$ cat src/rtl/mix_columns_iter_if.sv
// Handshake bundle for mix_columns_iter: valid/ready input state with mode bit,
// valid/ready registered result, plus a busy flag for round control.
interface mix_columns_iter_if;
  logic         in_valid;
  logic         in_ready;
  logic         in_inv;
  logic [127:0] in;
  logic         out_valid;
  logic         out_ready;
  logic [127:0] out;
  logic         busy;

  modport master (
    output in_valid, in_inv, in, out_ready,
    input  in_ready, out_valid, out, busy
  );

  modport slave (
    input  in_valid, in_inv, in, out_ready,
    output in_ready, out_valid, out, busy
  );
endinterface

$ cat src/rtl/mix_columns_iter.sv
// Iterative AES (Inv)MixColumns over COLS_PER_CYCLE columns per clock; result valid 4/COLS_PER_CYCLE
// cycles after accept; input stalls outside IDLE and the result is held while out_ready is low.
module mix_columns_iter #(
  parameter int COLS_PER_CYCLE = 1,
  parameter bit INV_EN         = 1'b1
) (
  input logic          clk,
  input logic          rst_n,
  mix_columns_iter_if.slave bus
);

  if (COLS_PER_CYCLE != 1 && COLS_PER_CYCLE != 2 && COLS_PER_CYCLE != 4) begin : g_bad_cfg
    $error("mix_columns_iter: COLS_PER_CYCLE must be 1, 2 or 4");
  end

  typedef enum logic [1:0] {
    IDLE = 2'd0,
    RUN  = 2'd1,
    DONE = 2'd2
  } state_e;

  // One column, element r is the byte of row r.
  typedef logic [3:0][7:0] col_t;

  // A step of 4 truncates to 0, so the single RUN cycle wraps straight to DONE.
  localparam logic [1:0] STEP = 2'(COLS_PER_CYCLE);

  state_e       state_q, state_d;
  logic [1:0]   col_cnt_q;
  logic [1:0]   col_cnt_nxt;
  logic [127:0] src_q;
  logic [127:0] out_q;
  logic [127:0] out_d;
  logic         inv_q;
  logic         load;
  logic         step;

  function automatic logic [7:0] xtime(input logic [7:0] b);
    return {b[6:0], 1'b0} ^ (b[7] ? 8'h1b : 8'h00);
  endfunction

  function automatic col_t get_col(input logic [127:0] s, input logic [1:0] c);
    col_t a;
    a = '0;
    for (int r = 0; r < 4; r++) begin
      a[r] = s[127 - 32*r - 8*int'(c) -: 8];
    end
    return a;
  endfunction

  function automatic col_t mix_fwd(input col_t a);
    col_t o;
    o[0] = xtime(a[0] ^ a[1]) ^ a[1] ^ a[2] ^ a[3];
    o[1] = xtime(a[1] ^ a[2]) ^ a[0] ^ a[2] ^ a[3];
    o[2] = xtime(a[2] ^ a[3]) ^ a[0] ^ a[1] ^ a[3];
    o[3] = xtime(a[3] ^ a[0]) ^ a[0] ^ a[1] ^ a[2];
    return o;
  endfunction

  // InvMixColumns is a cheap pre-mix followed by the forward matrix, so both modes
  // share one forward datapath.
  function automatic col_t mix_col(input col_t a, input logic inv);
    col_t       b;
    logic [7:0] u;
    logic [7:0] v;
    b = a;
    u = '0;
    v = '0;
    if (INV_EN && inv) begin
      u    = xtime(xtime(a[0] ^ a[2]));
      v    = xtime(xtime(a[1] ^ a[3]));
      b[0] = a[0] ^ u;
      b[1] = a[1] ^ v;
      b[2] = a[2] ^ u;
      b[3] = a[3] ^ v;
    end
    return mix_fwd(b);
  endfunction

  assign col_cnt_nxt = col_cnt_q + STEP;

  always_ff @(posedge clk or negedge rst_n) begin
    if (!rst_n) begin
      state_q <= IDLE;
    end else begin
      state_q <= state_d;
    end
  end

  always_comb begin
    state_d       = state_q;
    load          = 1'b0;
    step          = 1'b0;
    bus.in_ready  = 1'b0;
    bus.out_valid = 1'b0;
    bus.busy      = 1'b0;
    unique case (state_q)
      IDLE: begin
        bus.in_ready = 1'b1;
        if (bus.in_valid) begin
          load    = 1'b1;
          state_d = RUN;
        end
      end
      RUN: begin
        bus.busy = 1'b1;
        step     = 1'b1;
        if (col_cnt_nxt == 2'd0) begin
          state_d = DONE;
        end
      end
      DONE: begin
        bus.busy      = 1'b1;
        bus.out_valid = 1'b1;
        if (bus.out_ready) begin
          state_d = IDLE;
        end
      end
      default: state_d = IDLE;
    endcase
  end

  col_t       lane_res [COLS_PER_CYCLE];
  logic [1:0] lane_col [COLS_PER_CYCLE];

  for (genvar l = 0; l < COLS_PER_CYCLE; l++) begin : g_lane
    assign lane_col[l] = col_cnt_q + 2'(l);
    assign lane_res[l] = mix_col(get_col(src_q, lane_col[l]), inv_q);
  end

  // Only the columns handled this cycle are replaced; the rest keep their old bytes.
  always_comb begin
    out_d = out_q;
    for (int l = 0; l < COLS_PER_CYCLE; l++) begin
      for (int r = 0; r < 4; r++) begin
        out_d[127 - 32*r - 8*int'(lane_col[l]) -: 8] = lane_res[l][r];
      end
    end
  end

  always_ff @(posedge clk or negedge rst_n) begin
    if (!rst_n) begin
      src_q     <= '0;
      out_q     <= '0;
      inv_q     <= 1'b0;
      col_cnt_q <= 2'd0;
    end else if (load) begin
      src_q     <= bus.in;
      inv_q     <= bus.in_inv & INV_EN;
      col_cnt_q <= 2'd0;
    end else if (step) begin
      out_q     <= out_d;
      col_cnt_q <= col_cnt_nxt;
    end
  end

  assign bus.out = out_q;

endmodule

$ cat src/flat_wrapper.sv
// flat-port wrapper written by rule: the top's interface ports become plain ports
module mix_columns_iter_flat 
#(
  parameter int COLS_PER_CYCLE = 1,
  parameter bit INV_EN         = 1'b1
)
  (clk, rst_n, bus_in_valid, bus_in_inv, bus_in, bus_out_ready, bus_in_ready, bus_out_valid, bus_out, bus_busy);
  mix_columns_iter_if bus_i ();
  input logic clk;
  input logic rst_n;
  input wire logic [$bits(bus_i.in_valid)-1:0] bus_in_valid;
  input wire logic [$bits(bus_i.in_inv)-1:0] bus_in_inv;
  input wire logic [$bits(bus_i.in)-1:0] bus_in;
  input wire logic [$bits(bus_i.out_ready)-1:0] bus_out_ready;
  output wire logic [$bits(bus_i.in_ready)-1:0] bus_in_ready;
  output wire logic [$bits(bus_i.out_valid)-1:0] bus_out_valid;
  output wire logic [$bits(bus_i.out)-1:0] bus_out;
  output wire logic [$bits(bus_i.busy)-1:0] bus_busy;
  assign bus_i.in_valid = bus_in_valid;
  assign bus_i.in_inv = bus_in_inv;
  assign bus_i.in = bus_in;
  assign bus_i.out_ready = bus_out_ready;
  assign bus_in_ready = bus_i.in_ready;
  assign bus_out_valid = bus_i.out_valid;
  assign bus_out = bus_i.out;
  assign bus_busy = bus_i.busy;
  mix_columns_iter #(.COLS_PER_CYCLE(COLS_PER_CYCLE), .INV_EN(INV_EN)) u_core (.clk(clk), .rst_n(rst_n), .bus(bus_i));
endmodule
$ cat config.mk
export PLATFORM = sky130hd
export DESIGN_NAME = mix_columns_iter_flat
export DESIGN_NICKNAME = d
export VERILOG_FILES = /design/src/rtl/mix_columns_iter_if.sv /design/src/rtl/mix_columns_iter.sv /design/src/flat_wrapper.sv
export SDC_FILE = /design/constraint.sdc
export NUM_CORES = 1
export LEC_CHECK = 0
export ABC_AREA = 1
export CORE_UTILIZATION = 25
export DETAILED_ROUTE_END_ITERATION = 10
export HOLD_SLACK_MARGIN = 0.02
export PLACE_DENSITY = 0.5
export SLEW_MARGIN = 25
export SYNTH_ARGS = -nofsm -noshare
export SYNTH_HDL_FRONTEND = slang
export SYNTH_SLANG_ARGS = --single-unit
$ cat constraint.sdc
create_clock -name clk -period 4.95 [get_ports clk]
set_input_delay 0.7425 -clock clk [delete_from_list [all_inputs] [get_ports clk]]
set_output_delay 0.7425 -clock clk [all_outputs]
set_load 0.005 [all_outputs]
==> impl_metrics.csv <==
group,metric,value,unit
detailed_routing,drtIter0Drc,903,
global_routing,grt_pass1_vias,13174,
clocking,clockBufferDepth,3,
sta,hold_ws,183,ps
detailed_routing,routed_wirelength,50700,um
sta,hold_violations,0,
sta,min_period,3810,ps
global_routing,grt_max_degree,117,
clocking,cts_buffers,30,
critical_path,r2r_end,"u_core.bus.out[94]$_DFFE_PN0P_",
yosys,synth-async-reset-ratio,100,%
global_routing,gr-total-overflow,0,
place,routabilityCongestion,0.894,
floorplan,start_util,25.5,%
yosys,synth_fp_nets,2103,
cells_and_area,diodes,0,
sta,rsz0062_at_grt,"no",
critical_path,cp-start-kind,"register",
yosys,synth_top_cell_by_area,"dfrtp_1",
detailed_routing,top_layer,"met4",
clocking,htree_levels,1,
critical_path,cp.arrival,4310,ps
yosys,yosysSeqAreaShare,46.0,%
cells_and_area,drive_above_1_share,6.52,%
yosys,synth_compound_area_share,2.26,%
critical_path,worstSetupPathType,"reg2reg",
yosys,synthSimpleGateAreaFrac,41.4,%
critical_path,crit_fanout,67,
yosys,synthTopCellsByArea,"dfrtp_1 (46%), nand2_1 (30%), nand3_1 (6.8%), xor2_1 (2.4%), nand4_1 (1.9%)",
cells_and_area,syn2layout_area_growth,30.8,%
clocking,ctsHoldBuffers,0,
outcome,status,"finished, final reports clean",
critical_path,end_kind,"register",
yosys,synthMuxAreaShare,0,%
floorplan,fp.dieW,240,um
sta,maxSlewViolCount,0,
run,drv_cap,0,
clocking,root_buffer,"clkbuf_16",
critical_path,reg2reg_from,"u_core.col_cnt_q[0]$_DFFE_PN0P_",
min_path,hp-class,"in2async",
yosys,avgSynthCellArea,7.23,um^2
place,dp.final_hpwl,37400,um
floorplan,num_rows,86,
floorplan,core,55600,um^2
sta,fin_setup_tns,0,ps
sta,setup_viol,0,
detailed_routing,vias,13367,
floorplan,dieArea,57700,um^2
place,dp_cells,2902,
yosys,synth_ff_type,"dfrtp_1",
critical_path,worst_r2r_path_depth,15,
place,post-place-ws,1170,ps
yosys,synth_top_family_by_area,"simple AND/OR/NAND/NOR gates",
sta,skew,15.4,ps
yosys,synth_edf_count,0,
yosys,synth_top_area_share,46.0,%
yosys,synthXorXnorAreaFrac,5.18,%
clocking,cts_setup_buffers,0,
detailed_routing,postRouteAntennaNets,0,
clocking,insertion_delay,580,ps
yosys,synth.distinct_cells,31,
yosys,synth_warnings,0,
sta,tightest_slew,852,ps
detailed_routing,wire_per_inst,17.1,um
detailed_routing,via_per_inst,4.52,
detailed_routing,dr_wl_met2,22900,um
cells_and_area,nets,2327,
clocking,cts_tree,"built",
sta,period_share,77.0,%
detailed_routing,wl_met1,24200,um
yosys,netlist_area,14200,um^2
global_routing,grt_pass1_wl,78000,um
detailed_routing,dr.pass1.iters,5,
yosys,ys_ff_latch,261,
place,io_buffers,263,
sta,fin_ws,1140,ps
clocking,path_clk_slew,70,ps
clocking,cts_num_sinks,261,
critical_path,cp-startpoint,"u_core.col_cnt_q[0]$_DFFE_PN0P_",
critical_path,rrSetupSlack,1140,ps
detailed_routing,drc,0,
sta,fmax,262,MHz
global_routing,grt.total_usage,17.6,%
sta,slew_headroom,43.2,%
floorplan,io_pins,264,
detailed_routing,dr_wl_met3,2600,um
clocking,cts-resized-gates,0,
yosys,syn_inst,1962,
critical_path,crit_path_end,"u_core.bus.out[94]$_DFFE_PN0P_",
yosys,synth_fa_ha_area_share,0.705,%
cells_and_area,fin_cells,2958,
critical_path,cp.required,5450,ps
global_routing,antenna_found_initial,0,
floorplan,fp.dieH,240,um
## critical path: stages (launching register included)
cell     delay [ps]
dfrtp_4         630
inv_4           580
nand2_1         150
nand2_1         100
nand2_1          50
nand2_1         210
nand2_1          70
nand2_1         210
nand2_1         100
nand3_2         150
xor2_1          340
nand2_1         120
nand2_1         130
xor2_1          560
nand3_1         180
nand2_1         100
## Yosys cell counts, types with 2 or more instances
cell type,count
xor2_2,11
nand3_4,3
nand4_1,43
buf_2,21
buf_6,6
buf_1,15
buf_4,7
o21ai_0,20
or2_1,5
xnor2_2,5
xor2_1,39
nand2_2,26
nand3_1,193
nor2_1,11
nand3_2,8
inv_2,11
o21ai_1,37
dfrtp_1,261
ha_1,8
nand2_1,1133
xnor2_1,9
inv_1,38
clkbuf_1,43
xor2_4,2
## cell families (layout without fill, tap and decap cells)
| logic type | count (synthesis) | after routing |
|---|---|---|
| fa+ha+maj | 8 | 8 |
| compound gates | 62 | 62 |
| flops | 261 | 261 |
| buf+inv | 141 | 389 |
| xor+xnor | 66 | 66 |
| simple gates | 1424 | 1424 |
## how the worst min path moves through the flow
stage | startpoint | endpoint | slack (ps) | cells past startpoint
final | rst_n | u_core.col_cnt_q[1]$_DFFE_PN0P_ | 180 | 1
after global routing | rst_n | u_core.col_cnt_q[1]$_DFFE_PN0P_ | 240 | 1
after CTS | rst_n | u_core.col_cnt_q[1]$_DFFE_PN0P_ | 210 | 1
after detailed placement | u_core.src_q[53]$_DFFE_PN0P_ | u_core.src_q[53]$_DFFE_PN0P_ | 470 | 2
after global placement | u_core.src_q[59]$_DFFE_PN0P_ | u_core.src_q[59]$_DFFE_PN0P_ | 460 | 2
after floorplan | rst_n | u_core.bus.out[0]$_DFFE_PN0P_ | 450 | 0
## routing by layer
layer	track usage, %	vias up
li1	-	6620
met1	24.9	6295
met2	28.0	395
met3	2.35	57
met4	4.54	0
met5	0	-
## layout make-up
class | count | area, um^2
fill | 5976 | 37100
multi-input combinational | 1560 | 7040
sequential | 261 | 6540
timing repair buffer | 284 | 2810
tap | 748 | 936
clock buffer | 45 | 908
inverter | 49 | 191
clock inverter | 11 | 136
## placed cells by master (no fill, tap or decap), types with 5 or more instances in the layout
master           synthesis  layout
nand2_1               1133    1132
clkdlybuf4s50_1          0     262
dfrtp_1                261     259
nand3_1                193     193
nand4_1                 43      43
xor2_1                  39      39
inv_1                   38      38
o21ai_1                 37      37
clkbuf_16                0      31
nand2_2                 26      26
o21ai_0                 20      20
buf_4                    7      19
xor2_2                  11      11
nor2_1                  11      11
inv_2                   11       9
xnor2_1                  9       9
nand3_2                  8       8
ha_1                     8       8
clkbuf_8                 0       8
clkinv_2                 0       6
clkbuf_1                43       6
xnor2_2                  5       5
or2_1                    5       5
## per-stage QoR
stage          area (um^2)  util [%]
2_1_floorplan        14200         -
6_report             18600      33.4
5_1_grt              18600      33.4
4_1_cts              18600      33.4
3_5_place_dp         17500      31.5
3_3_place_gp         17500      31.5
## registers in the layout (all words and copies together), names as in the netlist
register / cells
u_core.inv_q: 1
u_core.state_q: 2
u_core.col_cnt_q: 2
u_core.src_q: 128
u_core.bus.out: 128
Power is left out: the tool's default activity adds up to more than one toggle a clock period on the data nets, which glitch-free logic cannot reach.
